--- src/rtl/divroot_pkg.sv ---
// Shared widths, mode encodings, FSM states and request operand layout for the
// division/n-th-root request sequencer.
package divroot_pkg;

   localparam int DATA1_W = 10;
   localparam int DATA2_W = 3;
   localparam int RES_W   = 20;

   localparam logic MODE_DIV  = 1'b0;
   localparam logic MODE_ROOT = 1'b1;

   typedef enum logic [1:0] {
      ST_IDLE,
      ST_ISSUE,
      ST_WAIT,
      ST_RESP
   } state_e;

   // Operand part of a request; the top appends its parameterised tag.
   typedef struct packed {
      logic               mode;
      logic [DATA1_W-1:0] data_1;
      logic [DATA2_W-1:0] data_2;
   } req_op_t;

endpackage

--- src/rtl/divroot_req_fifo.sv ---
// Synchronous request FIFO with full/empty flags; push and pop may coincide.
module divroot_req_fifo #(
   parameter int  DEPTH = 4,
   parameter type req_t = logic
) (
   input  logic clk,
   input  logic rst,
   input  logic push,
   input  req_t wdata,
   input  logic pop,
   output req_t rdata,
   output logic full,
   output logic empty
);

   localparam int PTR_W = $clog2(DEPTH);

   req_t             mem_q [DEPTH];
   logic [PTR_W-1:0] wr_ptr_q, rd_ptr_q;
   logic [PTR_W:0]   count_q;
   logic             do_push, do_pop;

   assign full    = (count_q == (PTR_W+1)'(DEPTH));
   assign empty   = (count_q == '0);
   assign do_push = push && !full;
   assign do_pop  = pop && !empty;
   assign rdata   = mem_q[rd_ptr_q];

   // NOTE: storage is deliberately not reset; count_q alone says which slots hold data.
   always_ff @(posedge clk) begin
      if (do_push) mem_q[wr_ptr_q] <= wdata;
   end

   always_ff @(posedge clk) begin
      if (rst) begin
         wr_ptr_q <= '0;
         rd_ptr_q <= '0;
         count_q  <= '0;
      end else begin
         if (do_push) wr_ptr_q <= wr_ptr_q + PTR_W'(1);
         if (do_pop)  rd_ptr_q <= rd_ptr_q + PTR_W'(1);
         count_q <= count_q + {{PTR_W{1'b0}}, do_push} - {{PTR_W{1'b0}}, do_pop};
      end
   end

endmodule

--- src/rtl/divroot_dispatch.sv ---
// Sequences queued divide/root requests into the core one at a time and returns
// tagged results. Define DIVROOT_TIMEOUT_EN to bound the wait for a core result.
module divroot_dispatch
   import divroot_pkg::*;
#(
   parameter int DEPTH   = 4,
   parameter int TAG_W   = 2,
   parameter int TIMEOUT = 1000
) (
   input  logic               clk,
   input  logic               rst,
   input  logic               req_valid,
   output logic               req_ready,
   input  logic               req_mode,
   input  logic [DATA1_W-1:0] req_data_1,
   input  logic [DATA2_W-1:0] req_data_2,
   input  logic [TAG_W-1:0]   req_tag,
   output logic               core_in_valid,
   output logic               core_in_mode,
   output logic [DATA1_W-1:0] core_in_data_1,
   output logic [DATA2_W-1:0] core_in_data_2,
   input  logic               core_out_valid,
   input  logic [RES_W-1:0]   core_out_data,
   output logic               rsp_valid,
   input  logic               rsp_ready,
   output logic [RES_W-1:0]   rsp_data,
   output logic [TAG_W-1:0]   rsp_tag,
   output logic               rsp_err
);

   typedef struct packed {
      req_op_t          op;
      logic [TAG_W-1:0] tag;
   } req_t;

   state_e           state_q;
   req_t             push_req, head;
   logic             fifo_full, fifo_empty, pop;
   req_op_t          core_in_op_q;
   logic             core_in_valid_q, rsp_valid_q, rsp_err_q;
   logic [RES_W-1:0] rsp_data_q;
   logic [TAG_W-1:0] rsp_tag_q;

`ifdef DIVROOT_TIMEOUT_EN
   localparam int CNT_W = $clog2(TIMEOUT + 1);
   logic [CNT_W-1:0] wait_cnt_q;
`endif

   assign push_req = '{op: '{mode: req_mode, data_1: req_data_1, data_2: req_data_2}, tag: req_tag};
   assign pop       = (state_q == ST_IDLE) && !fifo_empty;
   assign req_ready = !fifo_full;

   divroot_req_fifo #(
      .DEPTH (DEPTH),
      .req_t (req_t)
   ) u_fifo (
      .clk   (clk),
      .rst   (rst),
      .push  (req_valid),
      .wdata (push_req),
      .pop   (pop),
      .rdata (head),
      .full  (fifo_full),
      .empty (fifo_empty)
   );

   // NOTE: every state and output register updates with <= so all of them see the pre-edge values.
   always_ff @(posedge clk) begin
      if (rst) begin
         state_q         <= ST_IDLE;
         core_in_valid_q <= 1'b0;
         core_in_op_q    <= '0;
         rsp_valid_q     <= 1'b0;
         rsp_data_q      <= '0;
         rsp_tag_q       <= '0;
         rsp_err_q       <= 1'b0;
`ifdef DIVROOT_TIMEOUT_EN
         wait_cnt_q      <= '0;
`endif
      end else begin
         core_in_valid_q <= 1'b0;
         case (state_q)
            ST_IDLE: begin
               if (!fifo_empty) begin
                  rsp_tag_q <= head.tag;
                  if (head.op.data_2 != '0) begin
                     core_in_op_q    <= head.op;
                     core_in_valid_q <= 1'b1;
                     state_q         <= ST_ISSUE;
                  end else begin
                     // Zero divisor/index is answered locally with an error.
                     rsp_data_q  <= '0;
                     rsp_err_q   <= 1'b1;
                     rsp_valid_q <= 1'b1;
                     state_q     <= ST_RESP;
                  end
               end
            end
            ST_ISSUE: begin
               state_q <= ST_WAIT;
`ifdef DIVROOT_TIMEOUT_EN
               wait_cnt_q <= '0;
`endif
            end
            ST_WAIT: begin
               if (core_out_valid) begin
                  rsp_data_q  <= core_out_data;
                  rsp_err_q   <= 1'b0;
                  rsp_valid_q <= 1'b1;
                  state_q     <= ST_RESP;
               end
`ifdef DIVROOT_TIMEOUT_EN
               else if (wait_cnt_q == CNT_W'(TIMEOUT - 1)) begin
                  rsp_data_q  <= '0;
                  rsp_err_q   <= 1'b1;
                  rsp_valid_q <= 1'b1;
                  state_q     <= ST_RESP;
               end else begin
                  wait_cnt_q <= wait_cnt_q + CNT_W'(1);
               end
`endif
            end
            ST_RESP: begin
               if (rsp_ready) begin
                  rsp_valid_q <= 1'b0;
                  state_q     <= ST_IDLE;
               end
            end
            default: state_q <= ST_IDLE;
         endcase
      end
   end

   assign core_in_valid  = core_in_valid_q;
   assign core_in_mode   = core_in_op_q.mode;
   assign core_in_data_1 = core_in_op_q.data_1;
   assign core_in_data_2 = core_in_op_q.data_2;
   assign rsp_valid      = rsp_valid_q;
   assign rsp_data       = rsp_data_q;
   assign rsp_tag        = rsp_tag_q;
   assign rsp_err        = rsp_err_q;

endmodule

--- config.mk ---
export PLATFORM = sky130hd
export DESIGN_NAME = divroot_dispatch
export DESIGN_NICKNAME = d
export VERILOG_FILES = /design/src/rtl/divroot_pkg.sv /design/src/rtl/divroot_req_fifo.sv /design/src/rtl/divroot_dispatch.sv
export SDC_FILE = /design/constraint.sdc
export NUM_CORES = 1
export LEC_CHECK = 0
export CELL_PAD_IN_SITES_DETAIL_PLACEMENT = 1
export CELL_PAD_IN_SITES_GLOBAL_PLACEMENT = 1
export CORE_ASPECT_RATIO = 0.8
export CORE_MARGIN = 2
export CORE_UTILIZATION = 46
export DETAILED_ROUTE_END_ITERATION = 6
export PLACE_DENSITY_LB_ADDON = 0.1
export SYNTH_ARGS = -nofsm -noshare
export SYNTH_HDL_FRONTEND = slang
export SYNTH_SLANG_ARGS = --single-unit
--- constraint.sdc ---
create_clock -name clk -period 4.95 [get_ports clk]
set_input_delay 0.99 -clock clk [delete_from_list [all_inputs] [get_ports clk]]
set_output_delay 0.99 -clock clk [all_outputs]
set_load 0.03 [all_outputs]
==> run summary, run 1 <==
================================================================================
Result of the run ................................................. complete, no violations
Transition at the pin with the smallest max-transition slack ......     1.018 ns
Max-cap violations ................................................            0
Routed vias .......................................................         3200
Worst relative slew slack .........................................       32.11%
Max stage delay on crit path ......................................      0.75 ns
Setup Fix Bufs, Post-CTS ..........................................            0
Number of endpoints failing setup at the final stage ..............            0
Total count of max-transition violations in the final report ......            0
DRT Wirelength ....................................................     11300 um
Pin count of the biggest net entering global routing ..............           28
Number of cells upsized or downsized after cts ....................            0
HPWL after DPL ....................................................      6851 um
Total instance count after detailed placement .....................          541
Maximum fanout along the worst path ...............................           27
Synth Instances ...................................................          342
Post-Synthesis Net Count ..........................................          395
Antenna Nets Post-Route ...........................................            0
Setup clock skew after layout .....................................  0.007861 ns
Seq cells post-synth ..............................................          114
Layout cells sized above 1 ........................................       12.70%
Final Core Density ................................................       61.23%
CP Data Required Time .............................................      5.24 ns
Die area .......................................................... 0.01118 mm^2
Remaining routing DRC violations ..................................            0
EDFF count, synth .................................................           64
Sum of internal, switching and leakage power ......................     3.593 mW
Static leakage ....................................................     2.159 nW
Clock period minus final worst setup slack ........................     3.067 ns
Arrival time of data at the critical path endpoint ................      3.36 ns
Root Buffer Master ................................................    clkbuf_16
Max frequency .....................................................   0.3260 GHz
Share of the yosys chip area belonging to registers ...............       61.44%
Slowest stage cell on the critical path ...........................         ha_1
Gp weighted congestion ............................................       0.8231
Initial antenna violation count ...................................            0
Inserted Diodes ...................................................            0
Final-report hold violation count .................................            0
Total negative setup slack ........................................         0 ns
Type of the most critical hold path ............................... flip-flop to flip-flop
Worst setup SP type ...............................................    flip-flop
Element type at the critical path end .............................    flip-flop
Number of primary I/O pins ........................................           81
Clock-pin slew on the worst setup and hold paths ..................      0.06 ns
CTS tree ..........................................................          yes
Core area ......................................................... 0.01016 mm^2
Final standard cell count with taps included and fillers excluded .          573
Average cell area after synthesis .................................   13.91 um^2
Port Buf Inserts ..................................................           80
IR Drop Worst-Case VDD ............................................  0.0002794 V
Depth of the CTS H-tree ...........................................            4
Router iterations before antenna repair ...........................            4
Clock insertion delay at the later pin of the skew report .........      0.42 ns
Overall die height ................................................     94.96 um
Final critical-path share of the clock period .....................       61.96%
Fraction of registers with async set/reset ........................           0%
Setup repair after global routing missed its margin ...............           no
Clock Tree Buf Depth ..............................................            2
Fin nets ..........................................................          473
CTS hold repair buffers ...........................................            0
Leading register cell type out of synthesis .......................     edfxtp_1
Yosys cell types ..................................................           39
Die width .........................................................     117.7 um
# rows ............................................................           33
CTS Buf Count .....................................................           17
Detail-routed via count per cell ..................................        5.585
Routed wire length per instance ...................................     19.73 um
Mapped cell area .................................................. 0.004757 mm^2
Global-route wire length before repair ............................     18260 um
Post-Layout Inst Area ............................................. 0.006220 mm^2
Pwr/cell area ..................................................... 577.8 mW/mm^2
Post-placement cell area .......................................... 0.005650 mm^2
Starting utilization of the core area .............................       46.83%
Number of clock sinks .............................................          114
GR Util All Layers ................................................       21.75%
Fill count ........................................................          995
Type of the setup path with the least slack ....................... flip-flop to flip-flop
Cell chain of the critical path ................................... inv_1 > ha_1 > o31a_1 > ha_1 > inv_1 > ha_1 > fa_1 > xnor2_1 > nor2_1
Cell repeated most along the worst path ...........................         ha_1
Synth warnings ....................................................            0
Layout Area Growth over Synthesis .................................       30.75%
Total grt overflow ................................................            0
Via count of the first global-routing pass ........................         3367
Initial detailed-routing violation count ..........................          203
================================================================================
layout make-up:
| type | count | area (um^2) | area share (%) |
|---|---|---|---|
| flip-flops and latches | 114 | 2923 | 46.99 |
| clock inverters | 13 | 136.4 | 2.193 |
| well taps | 140 | 175.2 | 2.816 |
| repair buffers | 86 | 840.8 | 13.52 |
| multi-input cells | 192 | 1678 | 26.98 |
| clock buffers | 19 | 432.9 | 6.960 |
| inverters | 9 | 33.78 | 0.5431 |
power by group:
group	internal [mW]	total, mW	switching, mW
Clock	0.738	1.18	0.437
Combinational	0.494	1.14	0.648
Sequential	1.17	1.28	0.104
routing by layer:
layer	global-route usage, %	routed length (um)
met1	27.98	5148
met5	0	0
met4	9.639	190
met2	35.08	5501
met3	5.797	464
critical path, delay by kind of cell, from the launching register on:
kind / cells / cell delay, ns
AOI/OAI and AO/OA: 1 / 0.61
buffers and inverters: 2 / 0.16
DFF: 1 / 0.35
xor gates and xnor gates: 1 / 0.18
and+or+nand+nor: 1 / 0.06
adders and majority gates: 4 / 1.58
cell families (layout without fill, tap and decap cells):
family                     after synthesis  in the layout  share of synthesized area (%)
buffers and inverters                   36            127                          3.551
xor gates and xnor gates                 5              5                         0.9205
DFF                                    114            114                          61.44
adders and majority gates               12             12                          3.314
AOI/OAI and AO/OA                       72             72                          10.63
and+or+nand+nor                         71             71                          9.022
muxes                                   32             32                          11.13
sequential cells by signal (all words and copies together), names as in the netlist, named ones only:
| signal | count |
|---|---|
| u_fifo.mem_q | 64 |
| rsp_data | 20 |
| core_in_data_1 | 10 |
| core_in_data_2 | 3 |
| u_fifo.count_q | 3 |
| rsp_tag | 2 |
| state_q | 2 |
| u_fifo.rd_ptr_q | 2 |
| u_fifo.wr_ptr_q | 2 |
| core_in_mode | 1 |
| core_in_valid | 1 |
| rsp_err | 1 |
| rsp_valid | 1 |
worst paths after layout:
path / cells after the start / endpoint / from / slack (ns)
setup / recovery: 9 / u_fifo.count_q[2] / state_q[1] / 1.88
hold / removal: 2 / core_in_data_2[1] / core_in_data_2[1] / 0.49
setup reg to reg: 9 / u_fifo.count_q[2] / state_q[1] / 1.88
hold reg to reg: 2 / core_in_data_2[1] / core_in_data_2[1] / 0.49
cells in the mapped netlist (2+ instances only):
library cell | count | share of area, %
a21oi_1 | 21 | 2.2
dfxtp_1 | 50 | 21
a22oi_1 | 2 | 0.32
nor2_1 | 28 | 2.2
clkbuf_1 | 18 | 1.4
mux4_2 | 14 | 6.6
nor2b_1 | 5 | 0.66
nand2_1 | 4 | 0.32
buf_1 | 2 | 0.16
buf_2 | 2 | 0.21
a221o_1 | 20 | 4.2
mux2i_1 | 15 | 3.2
o21ai_0 | 21 | 2.2
and2_1 | 4 | 0.53
ha_1 | 11 | 2.9
xnor2_1 | 4 | 0.74
nand4b_1 | 21 | 3.9
nor3_1 | 2 | 0.21
mux4_1 | 2 | 1.1
nor4_1 | 2 | 0.26
o31a_1 | 2 | 0.37
inv_1 | 9 | 0.71
edfxtp_1 | 64 | 40
buf_6 | 4 | 0.95
through the flow:
stage | hold WS, ns | setup slack, ns
floorplan | 0.4847 | 2.591
global placement | 0.4499 | 1.758
detailed placement | 0.4717 | 1.617
CTS | 0.4791 | 1.861
global route | 0.5253 | 1.689
finish | 0.4893 | 1.883
cell usage in the layout (no fill, tap or decap), types with 2 or more instances in the layout:
cell             netlist  final
nor2_1                28     28
inv_1                  9      9
mux2i_1               15     15
nor3_1                 2      2
buf_4                  0      6
mux4_2                14     14
clkbuf_1              18      2
ha_1                  11     11
bufinv_16              0      2
a21oi_1               21     21
nand2_1                4      4
clkdlybuf4s50_1        0     79
clkinvlp_4             0      2
xnor2_1                4      4
clkinv_1               0      2
a221o_1               20     20
a22oi_1                2      2
o21ai_0               21     21
nand4b_1              21     21
clkinv_2               0      2
and2_1                 4      4
dfxtp_1               50     50
edfxtp_1              64     64
nor2b_1                5      5
clkbuf_16              0     17
clkinv_4               0      3
inv_6                  0      2
mux4_1                 2      2
o31a_1                 2      2
No activity file was read; power rests on OpenSTA's default activity.
==> run 2: changes to the inputs <==
- CORE_UTILIZATION: 46 -> 39
- clock period: 4.95 -> 2.6 ns (I/O delays scaled with it)
==> run summary, run 2 (synthesis gave the netlist of run 1 again) <==
================================================================================
Worst Path Buf+Inv ................................................            1
Cell-internal power ...............................................     4.964 mW
GR Util All Layers ................................................       19.46%
Core area ......................................................... 0.01203 mm^2
Part of the total power dissipated in combinational logic .........        31.3%
Number of primary I/O pins ........................................           81
Router iterations before antenna repair ...........................            4
Top register by number of flip-flops .............................. u_fifo.mem_q
Antenna Nets Post-Route ...........................................            0
Type of the most critical hold path ............................... flip-flop to flip-flop
CTS Buf Count .....................................................           17
Root Buffer Master ................................................    clkbuf_16
Routed wire length per instance ...................................     20.07 um
Worst setup SP type ...............................................    flip-flop
Layout Area Growth over Synthesis .................................       35.82%
Number of endpoints failing setup at the final stage ..............            0
Critical path depth in cells ......................................            5
Proportion of total power due to net switching ....................       31.69%
Post-Layout Inst Area ............................................. 0.006461 mm^2
Cell chain of the critical path ................................... mux4_2 > nor3_4 > a211oi_2 > buf_4 > a221o_1
Die area .......................................................... 0.01310 mm^2
Commonest cells after routing, fill and taps aside ................ clkdlybuf4s50_1, edfxtp_1, dfxtp_1
Initial detailed-routing violation count ..........................          260
Layout cells sized above 1 ........................................       16.89%
Fraction of power consumed by the clock network ...................        35.4%
Met1 capacity usage during global routing .........................       26.55%
Number of clock sinks .............................................          114
Switch Pwr ........................................................     2.303 mW
Transition at the pin with the smallest max-transition slack ......    0.4351 ns
Busiest layer in global routing ...................................         met2
Most common cell after layout, fill and taps aside ................ clkdlybuf4s50_1
Initial antenna violation count ...................................            0
Overall die height ................................................     102.8 um
Static leakage ....................................................     2.287 nW
Setup clock skew after layout .....................................   0.01387 ns
Total negative setup slack ........................................         0 ns
Worst setup slack after layout ....................................    0.3638 ns
Final standard cell count with taps included and fillers excluded .          602
CTS hold repair buffers ...........................................            0
Clock period minus final worst setup slack ........................     2.236 ns
Total grt overflow ................................................            0
Worst relative slew slack .........................................       70.99%
CP Data Required Time .............................................      2.89 ns
Max frequency .....................................................   0.4472 GHz
Maximum fanout along the worst path ...............................           20
Result of the run ................................................. complete, no violations
Slowest stage cell on the critical path ...........................       mux4_2
Worst reg2reg path depth ..........................................            5
Worst hold margin .................................................    0.4988 ns
Setup Fix Bufs, Post-CTS ..........................................            0
Number of cells upsized or downsized after cts ....................            0
Arrival time of data at the critical path endpoint ................      2.52 ns
Delay-heaviest family, CP ......................................... multiplexers
Gp weighted congestion ............................................       0.7553
Max stage delay on crit path ......................................      0.65 ns
Pin count of the biggest net entering global routing ..............           38
Via count of the first global-routing pass ........................         3352
Inserted Diodes ...................................................            0
# rows ............................................................           36
Detail-routed via count per cell ..................................        5.447
Total count of max-transition violations in the final report ......            0
Pwr/cell area ..................................................... 1125 mW/mm^2
Dpl ws ............................................................    0.3453 ns
DRT Wirelength ....................................................     12090 um
Clock Tree Buf Depth ..............................................            2
Port Buf Inserts ..................................................           80
Final-report hold violation count .................................            0
Post-placement cell area .......................................... 0.005806 mm^2
Remaining routing DRC violations ..................................            0
Final critical-path share of the clock period .....................       86.01%
Starting utilization of the core area .............................       39.55%
Number of flip-flops in the largest register ......................           64
Part of the power in registers ....................................        33.3%
IR Drop Worst-Case VDD ............................................  0.0006018 V
Instance count along the most critical hold path ..................            2
Final Core Density ................................................       53.72%
GR met2 Demand/Resource ...........................................       30.15%
Clock-pin slew on the worst setup and hold paths ..................      0.06 ns
Routed vias .......................................................         3279
HPWL after DPL ....................................................      8072 um
Sum of internal, switching and leakage power ......................     7.267 mW
Total instance count after detailed placement .....................          570
Depth of the CTS H-tree ...........................................            4
Fin nets ..........................................................          490
Max-cap violations ................................................            0
Die width .........................................................     127.5 um
CTS tree ..........................................................          yes
Clock insertion delay at the later pin of the skew report .........      0.41 ns
Setup repair after global routing missed its margin ...............           no
Element type at the critical path end .............................    flip-flop
Type of the setup path with the least slack ....................... flip-flop to flip-flop
M3 GR Usage .......................................................       4.670%
Global-route wire length before repair ............................     19020 um
================================================================================
-- run 2: area by class of cell --
cell class | count | area (um^2)
fill | 1176 | 5565
sequential | 114 | 2923
multi-input combinational | 192 | 1678
timing repair buffer | 103 | 980.9
clock buffer | 17 | 425.4
clock inverter | 15 | 230.2
tap | 152 | 190.2
inverter | 9 | 33.78
-- run 2: per-layer routing --
metal  routed length (um)  part of all wire [%]
met3                  667                   5.5
met4                  144                   1.2
met2                 5668                    47
met5                    0                     0
met1                 5605                    46
-- run 2: tightest hold or removal path, delay by kind of cell (launching register included) --
kind	cells	cell delay [ns]
flops	1	0.32
compound gates	2	0.12
-- run 2: final timing paths --
| kind | startpoint | to | slack (ns) |
|---|---|---|---|
| setup / recovery | flip-flop | rsp_data[6] | 0.36 |
| hold / removal | rsp_err | rsp_err | 0.50 |
| setup reg to reg | flip-flop | rsp_data[6] | 0.36 |
| hold reg to reg | rsp_err | rsp_err | 0.50 |
-- run 2: power groups by stage --
| stage | logic [mW] | clock network [mW] | registers [mW] |
|---|---|---|---|
| floorplan | 1.24 | 0 | 2.67 |
| global placement | 2.24 | 0 | 2.44 |
| detailed placement | 2.29 | 0 | 2.46 |
| CTS | 2.32 | 2.62 | 2.43 |
| global route | 2.47 | 2.71 | 2.46 |
| finish | 2.28 | 2.57 | 2.42 |
==> run 3: changes to the inputs <==
- ABC_CLOCK_PERIOD_IN_PS: not set -> 2600
- CORE_ASPECT_RATIO: 0.8 -> 0.7
==> run summary, run 3 (synthesis gave the netlist of run 1 again) <==
================================================================================
Post-Layout Inst Area ............................................. 0.006486 mm^2
CTS tree ..........................................................          yes
Max frequency .....................................................   0.4286 GHz
Total count of max-transition violations in the final report ......            0
Instance count along the most critical hold path ..................            2
Worst setup SP type ...............................................    flip-flop
Static leakage ....................................................     2.307 nW
IR Drop Worst-Case VDD ............................................  0.0005533 V
Top register by number of flip-flops .............................. u_fifo.mem_q
Final-report hold violation count .................................            0
Clock period minus final worst setup slack ........................     2.333 ns
DR WL met3 ........................................................       552 um
Fin nets ..........................................................          493
Routed vias .......................................................         3317
Number of endpoints failing setup at the final stage ..............            0
Number of primary I/O pins ........................................           81
Via count of the first global-routing pass ........................         3454
Gp weighted congestion ............................................       0.7465
Pin count of the biggest net entering global routing ..............           39
Type of the setup path with the least slack ....................... flip-flop to flip-flop
CTS Buf Count .....................................................           17
Terminating pin of the worst hold path ............................ core_in_data_2[1]
Global-route wire length before repair ............................     18620 um
DRT Wirelength ....................................................     11830 um
Type of the most critical hold path ............................... flip-flop to flip-flop
Arrival time of data at the critical path endpoint ................      2.62 ns
Inserted Diodes ...................................................            0
HPWL after DPL ....................................................      7647 um
Remaining routing DRC violations ..................................            0
Worst relative slew slack .........................................       60.78%
Die area .......................................................... 0.01311 mm^2
Min-delay src ..................................................... core_in_data_2[1]
Result of the run ................................................. complete, no violations
Antenna Nets Post-Route ...........................................            0
Cell chain of the critical path ................................... mux4_2 > nor3_4 > a211oi_2 > buf_4 > a221o_1
Port Buf Inserts ..................................................           80
Maximum fanout along the worst path ...............................           14
Root Buffer Master ................................................    clkbuf_16
Final critical-path share of the clock period .....................       89.75%
Element type at the critical path end .............................    flip-flop
Setup clock skew after layout .....................................  0.008502 ns
Clock-pin slew on the worst setup and hold paths ..................      0.05 ns
Number of cells upsized or downsized after cts ....................            0
Layout Area Growth over Synthesis .................................       36.35%
Routed length on met1 .............................................      5599 um
Setup slack on the worst flop-to-flop path ........................      0.27 ns
Initial detailed-routing violation count ..........................          190
Clock Tree Buf Depth ..............................................            2
CP Data Required Time .............................................      2.89 ns
Overall die height ................................................     96.41 um
Slowest stage cell on the critical path ...........................       mux4_2
Detail-routed via count per cell ..................................        5.438
Initial antenna violation count ...................................            0
Number of flip-flops in the largest register ......................           64
Uppermost metal layer occupied by signal nets .....................         met4
Total grt overflow ................................................            0
Setup repair after global routing missed its margin ...............           no
Core area ......................................................... 0.01181 mm^2
Transition at the pin with the smallest max-transition slack ......    0.5873 ns
# rows ............................................................           33
Setup Fix Bufs, Post-CTS ..........................................            0
Worst reg2reg path depth ..........................................            5
Layout cells sized above 1 ........................................       17.00%
Depth of the CTS H-tree ...........................................            4
Max stage delay on crit path ......................................      0.65 ns
GR Util All Layers ................................................       19.28%
Total negative setup slack ........................................         0 ns
Final standard cell count with taps included and fillers excluded .          610
Wire length on met2 ...............................................      5569 um
Starting utilization of the core area .............................       40.28%
Post-placement cell area .......................................... 0.005822 mm^2
Pwr/cell area ..................................................... 1131 mW/mm^2
Number of clock sinks .............................................          114
CTS hold repair buffers ...........................................            0
Clock insertion delay at the later pin of the skew report .........      0.41 ns
Die width .........................................................     136.0 um
Final Core Density ................................................       54.93%
Router iterations before antenna repair ...........................            4
Commonest cells after routing, fill and taps aside ................ clkdlybuf4s50_1, edfxtp_1, dfxtp_1
Total instance count after detailed placement .....................          578
Most common cell after layout, fill and taps aside ................ clkdlybuf4s50_1
Max-cap violations ................................................            0
Capturing point of the worst reg2reg path .........................  rsp_data[3]
Routed wire length per instance ...................................     19.40 um
================================================================================
[run 3: where the power goes]
group | internal [mW] | switching, mW
registers | 2.23 | 0.192
logic | 1.04 | 1.26
clock network | 1.79 | 0.829
total | 5.05 | 2.29
[run 3: layer usage]
layer / vias to the layer above / GRT usage, %
li1: 1520 / -
met1: 1706 / 26.03
met2: 77 / 30.19
met3: 14 / 6.051
met4: 0 / 5.469
met5: - / 0
[run 3: cell type report]
type / instances / area, um^2
Fill cell: 1180 / 5323
Sequential cell: 114 / 2923
Multi-Input combinational cell: 192 / 1678
Timing Repair Buffer: 106 / 991.0
Clock buffer: 17 / 425.4
Clock inverter: 15 / 239.0
Tap cell: 157 / 196.4
Inverter: 9 / 33.78
[run 3: worst max path at each step]
stage                     startpoint           endpoint  cells past startpoint
final                      flip-flop        rsp_data[3]                      5
after global placement     flip-flop       rsp_data[16]                      5
after CTS                  flip-flop        rsp_data[3]                      5
after detailed placement   flip-flop       rsp_data[16]                      5
after global routing       flip-flop        rsp_data[3]                      5
after floorplan           state_q[0]  u_fifo.count_q[1]                     10
[run 3: per-stage QoR]
step	power (mW)	hold WS (ns)	setup WS, ns
after floorplan	3.914	0.4847	0.2412
after global placement	4.694	0.4554	0.3738
after detailed placement	4.754	0.4567	0.2724
after global routing	7.698	0.4682	0.1086
final	7.339	0.4595	0.2666
after CTS	7.417	0.4523	0.2527
[run 3: critical path: cells and delay by family (launching register included)]
kind	cells	cell delay, ns
buffers and inverters	1	0.24
AO/OA/AOI/OAI	2	0.56
flip-flops	1	0.47
multiplexers	1	0.65
AND/OR/NAND/NOR	1	0.29
